===== src/rtl/regfile_access_ctrl_if.sv =====
// Bundle of requester and register-file signals around regfile_access_ctrl.
// slave: the controller. master: requesters plus the register file itself.
interface regfile_access_ctrl_if #(
  parameter int unsigned WIDTH = 32,
  parameter int unsigned DEPTH = 5
) ();
  logic             rd_req;
  logic [DEPTH-1:0] rd_addr1;
  logic [DEPTH-1:0] rd_addr2;
  logic             rd_ack;
  logic [WIDTH-1:0] rd_data1;
  logic [WIDTH-1:0] rd_data2;
  logic             wa_req;
  logic [DEPTH-1:0] wa_addr;
  logic [WIDTH-1:0] wa_data;
  logic             wa_ack;
  logic             wm_req;
  logic [DEPTH-1:0] wm_addr;
  logic [WIDTH-1:0] wm_data;
  logic             wm_ack;
  logic             rf_regwrite;
  logic [DEPTH-1:0] rf_rr1;
  logic [DEPTH-1:0] rf_rr2;
  logic [DEPTH-1:0] rf_wr;
  logic [WIDTH-1:0] rf_wd;
  logic [WIDTH-1:0] rf_rd1;
  logic [WIDTH-1:0] rf_rd2;

  modport slave (
    input  rd_req, rd_addr1, rd_addr2, wa_req, wa_addr, wa_data,
           wm_req, wm_addr, wm_data, rf_rd1, rf_rd2,
    output rd_ack, rd_data1, rd_data2, wa_ack, wm_ack,
           rf_regwrite, rf_rr1, rf_rr2, rf_wr, rf_wd
  );

  modport master (
    output rd_req, rd_addr1, rd_addr2, wa_req, wa_addr, wa_data,
           wm_req, wm_addr, wm_data, rf_rd1, rf_rd2,
    input  rd_ack, rd_data1, rd_data2, wa_ack, wm_ack,
           rf_regwrite, rf_rr1, rf_rr2, rf_wr, rf_wd
  );
endinterface


===== src/rtl/regfile_access_ctrl.sv =====
// Access scheduler for a 1W/2R register file: arbitrates ALU writeback (WA),
// load writeback (WM) and operand fetch (RD). Reads never share a cycle with
// a write, since the file's read ports float while RegWrite is high.
module regfile_access_ctrl #(
  parameter int unsigned WIDTH         = 32,
  parameter int unsigned DEPTH         = 5,
  parameter int unsigned MAX_WR_STREAK = 4
) (
  input logic                clk,
  input logic                rst,
  regfile_access_ctrl_if.slave bus
);

  localparam int unsigned SW = $clog2(MAX_WR_STREAK + 1);

  typedef enum logic [1:0] {StIdle, StWrite, StRead} state_e;

  state_e           r_state, w_state_next;
  logic             r_wr_src;  // granted writer: 0 = WA, 1 = WM
  logic             r_rr_ptr;  // 0 favours WA on a tie
  logic [SW-1:0]    r_streak, w_streak_next;
  logic [DEPTH-1:0] r_rr1, r_rr2, r_wr;
  logic [WIDTH-1:0] r_wd, r_rd1, r_rd2;
  logic             r_rd_ack;

  logic w_wa_ack, w_wm_ack, w_wa_elig, w_wm_elig;
  logic w_wa_hit, w_wm_hit, w_rd_elig, w_grant_wm;

  // Eligibility: acked writers are masked so a held req is not granted twice;
  // a read waits behind any eligible write to one of its nonzero addresses.
  always_comb begin
    w_wa_ack  = (r_state == StWrite) && !r_wr_src;
    w_wm_ack  = (r_state == StWrite) && r_wr_src;
    w_wa_elig = bus.wa_req && !w_wa_ack;
    w_wm_elig = bus.wm_req && !w_wm_ack;
    w_wa_hit  = w_wa_elig && (bus.wa_addr != '0) &&
                ((bus.wa_addr == bus.rd_addr1) || (bus.wa_addr == bus.rd_addr2));
    w_wm_hit  = w_wm_elig && (bus.wm_addr != '0) &&
                ((bus.wm_addr == bus.rd_addr1) || (bus.wm_addr == bus.rd_addr2));
    w_rd_elig = bus.rd_req && (r_state != StRead) && !r_rd_ack && !w_wa_hit && !w_wm_hit;
  end

  // Arbitration: writes first (round-robin), unless a read has waited out the streak.
  always_comb begin
    w_state_next  = StIdle;
    w_grant_wm    = 1'b0;
    w_streak_next = r_streak;
    if (w_rd_elig && (r_streak == SW'(MAX_WR_STREAK))) begin
      w_state_next = StRead;
    end else if (w_wa_elig || w_wm_elig) begin
      w_state_next = StWrite;
      w_grant_wm   = w_wm_elig && (!w_wa_elig || r_rr_ptr);
    end else if (w_rd_elig) begin
      w_state_next = StRead;
    end
    if (!bus.rd_req || (w_state_next == StRead)) begin
      w_streak_next = '0;
    end else if ((w_state_next == StWrite) && w_rd_elig) begin
      w_streak_next = r_streak + SW'(1);
    end
  end

  // State, arbitration memory and latched file addresses/data.
  always_ff @(posedge clk or posedge rst) begin
    if (rst) begin
      r_state  <= StIdle;
      r_wr_src <= 1'b0;
      r_rr_ptr <= 1'b0;
      r_streak <= '0;
      r_wr     <= '0;
      r_wd     <= '0;
      r_rr1    <= '0;
      r_rr2    <= '0;
    end else begin
      r_state  <= w_state_next;
      r_streak <= w_streak_next;
      if (w_state_next == StWrite) begin
        r_wr_src <= w_grant_wm;
        r_rr_ptr <= !w_grant_wm;
        r_wr     <= w_grant_wm ? bus.wm_addr : bus.wa_addr;
        r_wd     <= w_grant_wm ? bus.wm_data : bus.wa_data;
      end
      if (w_state_next == StRead) begin
        r_rr1 <= bus.rd_addr1;
        r_rr2 <= bus.rd_addr2;
      end
    end
  end

  // Capture file read data at the end of the READ cycle; ack it next cycle.
  always_ff @(posedge clk or posedge rst) begin
    if (rst) begin
      r_rd_ack <= 1'b0;
      r_rd1    <= '0;
      r_rd2    <= '0;
    end else begin
      r_rd_ack <= (r_state == StRead);
      if (r_state == StRead) begin
        r_rd1 <= bus.rf_rd1;
        r_rd2 <= bus.rf_rd2;
      end
    end
  end

  // Outputs; a write to register 0 is acked but never reaches the file.
  always_comb begin
    bus.wa_ack      = w_wa_ack;
    bus.wm_ack      = w_wm_ack;
    bus.rd_ack      = r_rd_ack;
    bus.rd_data1    = r_rd1;
    bus.rd_data2    = r_rd2;
    bus.rf_regwrite = (r_state == StWrite) && (r_wr != '0);
    bus.rf_wr       = r_wr;
    bus.rf_wd       = r_wd;
    bus.rf_rr1      = r_rr1;
    bus.rf_rr2      = r_rr2;
  end

endmodule

===== src/flat_wrapper.sv =====
// flat-port wrapper written by rule: the top's interface ports become plain ports
module regfile_access_ctrl_flat 
#(
  parameter int unsigned WIDTH         = 32,
  parameter int unsigned DEPTH         = 5,
  parameter int unsigned MAX_WR_STREAK = 4
)
  (clk, rst, bus_rd_req, bus_rd_addr1, bus_rd_addr2, bus_wa_req, bus_wa_addr, bus_wa_data, bus_wm_req, bus_wm_addr, bus_wm_data, bus_rf_rd1, bus_rf_rd2, bus_rd_ack, bus_rd_data1, bus_rd_data2, bus_wa_ack, bus_wm_ack, bus_rf_regwrite, bus_rf_rr1, bus_rf_rr2, bus_rf_wr, bus_rf_wd);
  regfile_access_ctrl_if #(.WIDTH(WIDTH), .DEPTH(DEPTH)) bus_i ();
  input logic clk;
  input logic rst;
  input wire logic [$bits(bus_i.rd_req)-1:0] bus_rd_req;
  input wire logic [$bits(bus_i.rd_addr1)-1:0] bus_rd_addr1;
  input wire logic [$bits(bus_i.rd_addr2)-1:0] bus_rd_addr2;
  input wire logic [$bits(bus_i.wa_req)-1:0] bus_wa_req;
  input wire logic [$bits(bus_i.wa_addr)-1:0] bus_wa_addr;
  input wire logic [$bits(bus_i.wa_data)-1:0] bus_wa_data;
  input wire logic [$bits(bus_i.wm_req)-1:0] bus_wm_req;
  input wire logic [$bits(bus_i.wm_addr)-1:0] bus_wm_addr;
  input wire logic [$bits(bus_i.wm_data)-1:0] bus_wm_data;
  input wire logic [$bits(bus_i.rf_rd1)-1:0] bus_rf_rd1;
  input wire logic [$bits(bus_i.rf_rd2)-1:0] bus_rf_rd2;
  output wire logic [$bits(bus_i.rd_ack)-1:0] bus_rd_ack;
  output wire logic [$bits(bus_i.rd_data1)-1:0] bus_rd_data1;
  output wire logic [$bits(bus_i.rd_data2)-1:0] bus_rd_data2;
  output wire logic [$bits(bus_i.wa_ack)-1:0] bus_wa_ack;
  output wire logic [$bits(bus_i.wm_ack)-1:0] bus_wm_ack;
  output wire logic [$bits(bus_i.rf_regwrite)-1:0] bus_rf_regwrite;
  output wire logic [$bits(bus_i.rf_rr1)-1:0] bus_rf_rr1;
  output wire logic [$bits(bus_i.rf_rr2)-1:0] bus_rf_rr2;
  output wire logic [$bits(bus_i.rf_wr)-1:0] bus_rf_wr;
  output wire logic [$bits(bus_i.rf_wd)-1:0] bus_rf_wd;
  assign bus_i.rd_req = bus_rd_req;
  assign bus_i.rd_addr1 = bus_rd_addr1;
  assign bus_i.rd_addr2 = bus_rd_addr2;
  assign bus_i.wa_req = bus_wa_req;
  assign bus_i.wa_addr = bus_wa_addr;
  assign bus_i.wa_data = bus_wa_data;
  assign bus_i.wm_req = bus_wm_req;
  assign bus_i.wm_addr = bus_wm_addr;
  assign bus_i.wm_data = bus_wm_data;
  assign bus_i.rf_rd1 = bus_rf_rd1;
  assign bus_i.rf_rd2 = bus_rf_rd2;
  assign bus_rd_ack = bus_i.rd_ack;
  assign bus_rd_data1 = bus_i.rd_data1;
  assign bus_rd_data2 = bus_i.rd_data2;
  assign bus_wa_ack = bus_i.wa_ack;
  assign bus_wm_ack = bus_i.wm_ack;
  assign bus_rf_regwrite = bus_i.rf_regwrite;
  assign bus_rf_rr1 = bus_i.rf_rr1;
  assign bus_rf_rr2 = bus_i.rf_rr2;
  assign bus_rf_wr = bus_i.rf_wr;
  assign bus_rf_wd = bus_i.rf_wd;
  regfile_access_ctrl #(.WIDTH(WIDTH), .DEPTH(DEPTH), .MAX_WR_STREAK(MAX_WR_STREAK)) u_core (.clk(clk), .rst(rst), .bus(bus_i));
endmodule

===== config.mk =====
export PLATFORM = sky130hd
export DESIGN_NAME = regfile_access_ctrl_flat
export DESIGN_NICKNAME = d
export VERILOG_FILES = /design/src/rtl/regfile_access_ctrl_if.sv /design/src/rtl/regfile_access_ctrl.sv /design/src/flat_wrapper.sv
export SDC_FILE = /design/constraint.sdc
export NUM_CORES = 1
export LEC_CHECK = 0
export ABC_CLOCK_PERIOD_IN_PS = 7700
export BUFFER_PORTS_ARGS = -buffer_cell sky130_fd_sc_hd__buf_4
export CAP_MARGIN = 20
export CORE_UTILIZATION = 46
export CTS_BUF_LIST = sky130_fd_sc_hd__clkbuf_4
export CTS_CLUSTER_SIZE = 10
export DETAILED_ROUTE_END_ITERATION = 6
export PLACE_DENSITY_LB_ADDON = 0.05
export SYNTH_ARGS = -nofsm -noshare
export SYNTH_HDL_FRONTEND = slang
export SYNTH_SLANG_ARGS = --single-unit

===== constraint.sdc =====
create_clock -name clk -period 7.7 [get_ports clk]
set_input_delay 1.155 -clock clk [delete_from_list [all_inputs] [get_ports clk]]
set_output_delay 1.155 -clock clk [all_outputs]
set_load 0.02 [all_outputs]

======== Yosys cells after proc, flatten, opt, wreduce, memory -nomap -nowiden ========
Cells that the tools add are included.
storage, ports and cells
  register bits after elaboration ......... 119
  logic and storage cells ................. 65
operators by class
  add/subtract/negate cells ............... 1
  eq/ne operators ......................... 10
  multiplexer cells ....................... 9
  reductions and logical operators ........ 34
operators by type and width
  operator               number
  $mux W32               1
  $eq A5 B5 Y1           4
  $logic_and A1 B1 Y1    16
  $reduce_bool A5 Y1     3
  $logic_not A1 Y1       9
  $mux W2                3
  $mux W3                2
  $logic_or A1 B1 Y1     5
  $mux W5                1
  $eq A2 B1 Y1 const B   2
  $eq A2 B2 Y1 const B   2
  $add A3 B1 Y3 const B  1
  $eq A3 B3 Y1 const B   1
  $mux W1                2
  $ne A2 B2 Y1 const B   1
  $reduce_bool A2 Y1     1

======== Depth between registers and ports, before layout ========
Gate-level depths: netlist of run 1.
  word-level depth ........................ 16
  depth in mapped cells ................... 8

======== Least setup slack after synthesis of run 1 ========
OpenSTA, ideal clock, no wires.
  path type ............................... in2reg
  start ................................... input bus_wm_addr[0]
  end ..................................... register u_core.r_rr1[0] (netlist: u_core.bus.rf_rr1[0])
  setup time .............................. 0.125 ns
  arrival time ............................ 2.718 ns
  setup slack ............................. 4.857 ns
  stages .................................. 6
  path buffers ............................ 1
  path through ............................ or4_1 o211ai_2 o22ai_4 nor3_4 buf_6 mux2_4
between the ends
  word-level cells in the longest chain between the ends .. 9
ends and longest elaborated chain
  what                                                       line                                                  source
  from (decl)                                                flat_wrapper.sv:19                                    input wire logic [$bits(bus_i.wm_addr)-1:0] bus_wm_addr;
  $eq A5 B5 Y1 or $reduce_bool A5 Y1 (tied branches)         regfile_access_ctrl.sv:39, regfile_access_ctrl.sv:38
  $logic_or A1 B1 Y1 or $logic_and A1 B1 Y1 (tied branches)  regfile_access_ctrl.sv:39, regfile_access_ctrl.sv:38
  $logic_and A1 B1 Y1 *                                      regfile_access_ctrl.sv:38                             w_wm_hit = w_wm_elig && (bus.wm_addr != '0) &&
  $logic_not A1 Y1 *                                         regfile_access_ctrl.sv:40                             w_rd_elig = bus.rd_req && (r_state != StRead) && !r_rd_ack && !w_wa_hit && !w_wm_hit;
  $logic_and A1 B1 Y1 *                                      regfile_access_ctrl.sv:40
  $mux W2                                                    regfile_access_ctrl.sv:53                             end else if (w_rd_elig) begin
  $mux W2                                                    regfile_access_ctrl.sv:50                             end else if (w_wa_elig || w_wm_elig) begin
  $mux W2 *                                                  regfile_access_ctrl.sv:48                             if (w_rd_elig && (r_streak == SW'(MAX_WR_STREAK))) begin
  net u_core.w_state_next[1]                                 regfile_access_ctrl.sv:18                             state_e r_state, w_state_next;
  $eq A2 B2 Y1 *                                             regfile_access_ctrl.sv:83                             if (w_state_next == StRead) begin
  to (signal assigned)                                       regfile_access_ctrl.sv:84                             r_rr1 <= bus.rd_addr1;
  to (decl)                                                  regfile_access_ctrl.sv:22                             logic [DEPTH-1:0] r_rr1, r_rr2, r_wr;
Mark *: on every way through the listed nets, which the timed path passes. The rest lies on a longest branch.
A chain may end at the register's enable or synchronous reset.

======== Final worst setup path of run 1 ========
  start ................................... input bus_wa_req
  end ..................................... register u_core.r_wd[7] (netlist: u_core.bus.rf_wd[7])
between the ends
  word-level cells in the longest chain between the ends .. 10
ends and longest elaborated chain
  what                              line                       source
  from (decl)                       flat_wrapper.sv:15         input wire logic [$bits(bus_i.wa_req)-1:0] bus_wa_req;
  $logic_and A1 B1 Y1 *             regfile_access_ctrl.sv:34  w_wa_elig = bus.wa_req && !w_wa_ack;
  $logic_and A1 B1 Y1 (2 in a row)  regfile_access_ctrl.sv:36  w_wa_hit = w_wa_elig && (bus.wa_addr != '0) &&
  $logic_not A1 Y1                  regfile_access_ctrl.sv:40
  $logic_and A1 B1 Y1 (2 in a row)  regfile_access_ctrl.sv:40
  $mux W2                           regfile_access_ctrl.sv:53
  $mux W2                           regfile_access_ctrl.sv:50
  $mux W2                           regfile_access_ctrl.sv:48
  $eq A2 B1 Y1                      regfile_access_ctrl.sv:77  if (w_state_next == StWrite) begin
  to (signal assigned)              regfile_access_ctrl.sv:81  r_wd <= w_grant_wm ? bus.wm_data : bus.wa_data;
  to (decl)                         regfile_access_ctrl.sv:23  logic [WIDTH-1:0] r_wd, r_rd1, r_rd2;
Every way passes the cells marked *; elsewhere a longest branch is shown, timed or not.

==> impl.org, run 1 <==
** GRT
- The number of global-route vias before repair came to 4183.
- Overall global routing resource usage :: 24.8%
- For this run the aggregate overflow at the end of global routing stands at 0.
- The number of antenna violations at the first check in global routing is 0.
- The first global-routing pass estimated 21600 µm of wire.
- Largest net degree at the start of global routing :: 74

** Synth
- Of the post-synthesis cell area, the dominant cell type holds 57.5%.
- Synthesis handed over a netlist of 367 instances.
- Dominant cells by area after synthesis :: dfrtp_1 (58%), mux2_2 (14%), a22oi_1 (5.7%)
- Among all flip-flop cells after synthesis, the most frequent one is dfrtp_1.
- Number of distinct standard cells referenced by the synthesized netlist :: 38
- For this run, asynchronously set or reset flops after synthesis account for 100%.
- Summing the sequential cell areas from Yosys gives 57.5% of the chip area.
- Yosys mapped a number of flops with a built-in enable equal to 0.
- Post-synthesis cell area :: 5180 µm²
- Total number of yosys warnings :: 0
- The biggest area contributor in the post-synthesis netlist is dfrtp_1.
- Mapped Avg Cell Area :: 14.1 µm²
- Number of synthesized register bits :: 119
- The number of nets handed over by synthesis was 522.

** STA
- Setup violations, final :: 0
- Count of final hold-check violations :: 0
- Hold is met by 0.500 ns.
- Setup TNS :: 0 ns
- Maximum clock skew at final layout :: 0.0121 ns
- Post-route worst setup slack :: 4.70 ns
- In this run the tightest slew margin relative to its limit is 27.7%.
- Achievable Freq :: 333 MHz
- After layout, the worst path uses 39.0% of the clock period.
- The count of pins over their slew limit came to 0.
- Slew at the pin closest to its max-slew limit :: 1.08 ns
- Final critical path time including I/O delays and setup :: 3.00 ns
- RSZ-0062 raised after global routing :: no

** Finish
- Nets :: 790
- Fraction of layout cells with a size suffix above 1 :: 60.8%
- Layout area overhead :: 46.4%
- Final core utilization :: 69.6%

** Drt
- For this block, the routed nets add up to 13900 µm of wire.
- Number of iterations in the first detailed-routing pass :: 7
- In this run the remaining antenna-violating nets after routing total 0.
- Vias per cell :: 5.24
- DR vias :: 4133
- DR DRC count :: 0
- Iteration-0 DRC Markers :: 178
- Dividing the detail-routed wire length by the instance count gives 17.7 µm.

** Placed design
- The HPWL after detailed placement is 10100 µm.
- Setup slack at placement :: 4.04 ns
- At the end of routability-driven placement, the weighted congestion stood at 0.885.
- Buffers placed on the I/O ports in this run total 267.

** Critical path
- Type of the setup path with the least slack :: in2reg
- For this design, the slowest cell found on the critical path is a21oi_4.
- Cell mode on critical path :: buf_4
- Ordered cell list for the critical path :: buf_4, o21a_1, a21oi_4, nor2_2, buf_4, a22oi_1, o2bb2ai_1
- The worst setup path is captured at a flop.
- Highest cell delay on the worst timing path :: 0.87 ns
- Kind of start point of the critical path :: primary input
- Data on the critical path is required at its endpoint by 8.07 ns.
- The worst register-to-register path has a setup slack of 4.77 ns.
- Of all nets on the critical path, the largest fanout is 40.
- Data arrival, critical path :: 3.38 ns

** CTS
- Total clock sinks :: 119
- Clock latency on the worst-skew pair, taken at its later pin, is 0.53 ns.
- Hold Buf Count CTS :: 0
- TritonCTS created 17 clock buffers.
- Clock-pin slew was measured on the worst setup and hold paths at 0.10 ns.
- Root buffer cell :: clkbuf_4
- H-Tree Level Count :: 4
- Once the clock tree was built, the resizer swapped 0 gates to a different size.
- TritonCTS clock tree :: done
- Total setup buffers inserted after CTS :: 0
- Counting along the longest clock path gives a buffer depth of 2.

** Min path
- Class of the most critical hold timing path :: reg2reg

** Pwr
- Pleak :: 0.00359 µW
- PD cells :: 394 nW/µm²
- Maximum vdd ir drop :: 0.251 mV
- Total power consumption of the routed design :: 2990 µW

** Die
- Die Ht :: 108 µm
- The core region is 10900 µm².
- The initial utilization of the core area, before any placement, comes to 47.6%.
- After floorplanning, the core was divided into 38 placement rows.
- Die width :: 108 µm
- Number of ports placed on the die boundary :: 268
- The die covers 11700 µm².

** Outcome
- The flow ran to the end, and the final reports show no timing, DRC or antenna violations.

** Job
- Max-cap violations in this run came to 0.
## path summary, 6_finish.rpt
check,to,from,cells past startpoint
max,u_core.bus.rf_wd[7]$_DFFE_PP0N_,bus_wa_req,7
min,u_core.bus.rf_wd[28]$_DFFE_PP0N_,u_core.bus.rf_wd[28]$_DFFE_PP0N_,1
max reg2reg,u_core.bus.rf_wd[7]$_DFFE_PP0N_,u_core.r_state[1]$_DFF_PP0_,7
min reg2reg,u_core.bus.rf_wd[28]$_DFFE_PP0N_,u_core.bus.rf_wd[28]$_DFFE_PP0N_,1
max in group asynchronous,u_core.r_streak[0]$_DFFE_PP0P_,rst,3
min in group asynchronous,u_core.bus.rd_data1[10]$_DFFE_PP0P_,rst,2
## power breakdown
group	switching (µW)	internal [µW]	total (µW)	leakage [µW]
Combinational	765	703	1470	0.00203
Sequential	175	918	1090	0.00143
Clock	238	187	424	0.000133
## sequential cells by signal (all words and copies together) (netlist names)
| signal | count |
|---|---|
| u_core.bus.rd_ack | 1 |
| u_core.bus.rf_wr | 5 |
| u_core.r_streak | 3 |
| u_core.bus.rd_data1 | 32 |
| u_core.bus.rf_rr2 | 5 |
| u_core.bus.rf_rr1 | 5 |
| u_core.r_wr_src | 1 |
| u_core.bus.rf_wd | 32 |
| u_core.bus.rd_data2 | 32 |
| u_core.r_state | 2 |
| u_core.r_rr_ptr | 1 |
## area by class of cell
cell class                 instances  area (µm²)
clock inverter                    15         138
clock buffer                      17         128
fill                             830        3310
tap                              140         175
antenna                            1        2.50
multi-input combinational        219        2080
inverter                           7        28.8
sequential                       119        2980
timing repair buffer             271        2050
## Yosys cell counts (3+ instances only)
cell type  number
dfrtp_1       119
mux2_2         66
a22oi_1        39
o2bb2ai_1      28
xor2_1         20
clkbuf_1       13
mux2_4          9
o2bb2ai_2       9
nor2_1          7
a21oi_1         6
inv_1           6
nor3_1          6
buf_2           4
buf_6           3
## kinds of logic after synthesis
kind of cell | after synthesis | synth area share, %
AOI/OAI and AO/OA | 91 | 15.4
xor gates and xnor gates | 20 | 3.38
adders and majority gates | 2 | 0.483
buffers and inverters | 29 | 2.71
DFF | 119 | 57.5
muxes | 76 | 17.2
and+or+nand+nor | 30 | 3.38
## critical path: cells and delay by family
family          cells  cell delay (ns)
compound gates      4             1.38
buf+inv             2             0.46
simple gates        1             0.38
## layer usage
metal	routed length [µm]	vias to the layer above	track usage, %	part of all wire [%]
met3	1300	18	9.22	9.3
met4	191	0	10.4	1.4
met2	7020	189	40.6	50
li1	-	1921	-	-
met1	5420	2005	29.4	39
met5	0	-	0	0
## metrics by stage
stage          cell area, µm²  std cells
2_1_floorplan            5180        367
3_3_place_gp             7290        755
3_5_place_dp             7290        755
4_1_cts                  7550        787
5_1_grt                  7570        788
6_report                 7580        789
## placed cells by master (no fill, tap or decap), types with 6 or more instances in the layout
master,instances
a22oi_1,39
buf_4,270
clkbuf_4,17
dfrtp_1,119
mux2_2,66
mux2_4,9
nor2_1,6
nor3_1,6
o2bb2ai_1,28
o2bb2ai_2,9
xor2_1,20
(Power assumes the default switching activity.)
==> run 2: changes to the inputs <==
--- a/config.mk
+++ b/config.mk
@@ -5,7 +5,7 @@
 export SDC_FILE = /design/constraint.sdc
 export NUM_CORES = 1
 export LEC_CHECK = 0
-export ABC_CLOCK_PERIOD_IN_PS = 7700
+export ABC_CLOCK_PERIOD_IN_PS = 3000
 export BUFFER_PORTS_ARGS = -buffer_cell sky130_fd_sc_hd__buf_4
 export CAP_MARGIN = 20
 export CORE_UTILIZATION = 46
==> constraint.sdc (replaced) <==
create_clock -name clk -period 3 [get_ports clk]
set_input_delay 0.45 -clock clk [delete_from_list [all_inputs] [get_ports clk]]
set_output_delay 0.45 -clock clk [all_outputs]
set_load 0.02 [all_outputs]
==> run 2 against run 1 <==
  * Final cell count grew 0.51%
  * Via count about the same
  * Clock skew up 0.0097 ns
  * Flip-flop and latch count is the same
  * Sequential power rose to 2.6 times the previous value
  * Register-to-register slack worse by 4.0 ns
  * Worst setup slack worse by 4.0 ns
  * Clock power grew to 2.8 times the previous value
  * Final area is 0.68% higher
  * First-iteration DRC count fell by 19%
  * Sequential share of layout area fell by 0.26 points
  * Global-route usage down 0.24 points
==> impl.org, run 2 (same netlist as run 1, synthesis figures left out) <==
** Pwr
- The worst vdd rail ir drop came to 0.731 mV (+190%).
- Pleak :: 0.00363 µW (+1.1%)
- PD cells :: 1020 nW/µm² (+160%)

** Drt
- DR DRC count :: 0 (unchanged)
- The routed wire length came to 14100 µm (+0.90%).
- The average wire per cell in the routed design was 17.7 µm (+0.40%).
- The total iterations of the first detailed-routing run came to 4 (-3).
- Vias per cell :: 5.22 (-0.41%)
- The number of DRC violations after detailed-routing iteration 0 came to 145 (-19%).
- The via count was 4137 (+0.097%).
- Number of nets still failing antenna checks after routing :: 0 (unchanged)

** CTS
- Root buffer cell :: clkbuf_4
- The number of setup buffers added after CTS is 0 (unchanged).
- # resized after CTS :: 0 (unchanged)
- The number of hold-repair buffers added at the cts stage came to 0 (unchanged).
- The maximum number of buffers from clock root to sink came to 2 (unchanged).
- Insertion delay to the later sink of the worst-skew pair :: 0.52 ns (about the same)
- The clock slew seen by the registers of the worst setup and hold paths was 0.11 ns (about the same).
- H-Tree Level Count :: 4 (unchanged)
- TritonCTS built the clock tree.
- The count of clock tree sinks is 119 (unchanged).
- The number of buffers created by CTS is 17 (unchanged).

** Finish
- Most common cell after layout, fill and taps aside :: buf_4
- Nets :: 795 (+0.63%)
- The antenna cell count is 0 (-1).
- The library cells used most frequently in the layout, excluding fill and tap cells, are buf_4 (276), dfrtp_1 (119), mux2_2 (66).
- The post-route standard cell area excluding fillers came to 7630 µm² (+0.68%).
- The ratio of cells with drive above 1 in the final layout is 61.3% (+0.45 points).
- Layout area overhead :: 47.3%

** STA
- The post-route clock skew is 0.0217 ns (+0.00968 ns).
- The relative max-transition margin is 44.7% (+17 points).
- Final Slew Violations :: 0 (unchanged)
- Slew at the pin closest to its max-slew limit :: 0.830 ns (-0.253 ns)
- Achievable Freq :: 443 MHz
- The number of endpoints failing setup at the final stage is 0 (unchanged).
- RSZ-0062 raised after global routing :: no
- The hold violation count in the final report came to 0 (unchanged).
- The final critical path takes up 75.2% of the cycle.
- Setup TNS :: 0 ns (unchanged)
- The routed design could run at a clock period as short as 2.25 ns.
- Worst hold margin :: 0.131 ns (-0.369 ns)

** GRT
- Global Route met3 Usage :: 9.76% (+0.54 points)
- Wire length of the first global-routing pass :: 21300 µm (-1.4%)
- Number of global-route vias before repair :: 4243 (+1.4%)
- The number of antenna violations at the first check in global routing was 0 (unchanged).
- Overall global routing resource usage :: 24.6% (-0.24 points)
- Grt met1 use :: 28.3% (-1.1 points)
- GR Util met2 :: 40.8% (+0.23 points)
- The pin count of the biggest net entering global routing was 67 (-9.5%).
- Total gr overflow :: 0 (unchanged)
- Most Crowded Layer GR :: met2

** Placed design
- The routability congestion estimate from global placement is 0.941 (+6.4%).
- Detail Placement HPWL :: 10500 µm (+4.0%)
- The area of placed instances came to 7340 µm² (+0.64%).
- PortBufs :: 267 (unchanged)

** Critical path
- The total buffers and inverters traversed by the critical path is 1 (-1).
- The slowest stage of the critical path belongs to the cell dfrtp_1.
- The critical-path maximum fanout came to 11 (-73%).
- The cell family contributing the most delay on the critical path is compound AO/OA/AOI/OAI gates.
- Highest cell delay on the worst timing path :: 0.40 ns (-0.47 ns)
- The critical path required time was 3.39 ns (-4.68 ns).
- Data arrival, critical path :: 2.65 ns (-0.73 ns)
- STA classifies the critical path startpoint as a flop.
- The critical path in this run is classified as reg2reg.
- Ordered cell list for the critical path :: nand2b_1, o21a_1, o22ai_1, a21oi_1, nor3_4, buf_4, mux2_2
- Kind of end point of the critical path :: flop

** Job
- Max-Cap Viols :: 0 (unchanged)

** Min path
- Class of the most critical hold timing path :: in2async

** Outcome
- Status :: finished, final reports clean

** Die
- Starting Density :: 47.6% (unchanged)
- The area enclosed by the die boundary came to 11700 µm² (unchanged).
- The area of the core region came to 10900 µm² (unchanged).
- Die Ht :: 108 µm (unchanged)
- Number of placement rows :: 38 (unchanged)
- The width of the die is 108 µm (unchanged).
- Number of ports placed on the die boundary :: 268 (unchanged)
==> run 2: changes by cell type in the layout (fill, tap and decap cells not counted), sizes merged <==
cell | previous run | this run
buf | 271 | 276
bufinv | 2 | 3
clkbuf | 17 | 18
clkinv | 9 | 8
clkinvlp | 4 | 3
diode | 1 | 0
==> run 2: worst min-delay path, stage by stage <==
cell and delay [ns]:
buf_4 0.12, clkinvlp_4 0.05, buf_4 0.52
==> run 2: layout make-up <==
cell class	count	area, µm²
flip-flops and latches	119	2980
fillers	825	3260
well taps	140	175
clock inverters	14	158
clock buffers	18	135
multi-input cells	219	2080
inverters	7	30.0
repair buffers	276	2070
==> run 2: worst paths after layout <==
| path | start | to | slack, ns | cells after the start |
|---|---|---|---|---|
| max | u_core.r_state[1]$_DFF_PP0_ | u_core.bus.rf_rr2[4]$_DFFE_PP0N_ | 0.75 | 7 |
| max in group asynchronous | rst | u_core.r_state[1]$_DFF_PP0_ | 2.24 | 3 |
| max reg2reg | u_core.r_state[1]$_DFF_PP0_ | u_core.bus.rf_rr2[4]$_DFFE_PP0N_ | 0.75 | 7 |
| min reg2reg | u_core.bus.rf_wd[15]$_DFFE_PP0N_ | u_core.bus.rf_wd[15]$_DFFE_PP0N_ | 0.50 | 1 |
| min in group clk | bus_rf_rd2[16] | u_core.bus.rd_data2[16]$_DFFE_PP0P_ | 0.15 | 2 |
| min | rst | u_core.bus.rd_data2[31]$_DFFE_PP0P_ | 0.13 | 3 |
==> run 2: report_power, final <==
group          total, µW  switching, µW  internal, µW
Combinational       3760           1960          1810
Clock               1180            600           579
Sequential          2820            466          2360
Total               7770           3020          4740
==> run 2: per-layer routing <==
| layer | wire, µm | vias to the layer above |
|---|---|---|
| li1 | - | 1928 |
| met1 | 5430 | 2018 |
| met2 | 7180 | 176 |
| met3 | 1270 | 15 |
| met4 | 182 | 0 |
| met5 | 0 | - |
==> run 2: through the flow <==
step	utilization [%]	power (µW)	cells	setup WS [ns]
finish	70.1	7770	793	0.745
global placement	67.4	6540	761	0.611
global route	70.1	8190	793	0.607
floorplan	-	4880	367	0.862
detailed placement	67.4	6650	761	0.578
CTS	70.1	7860	793	0.740
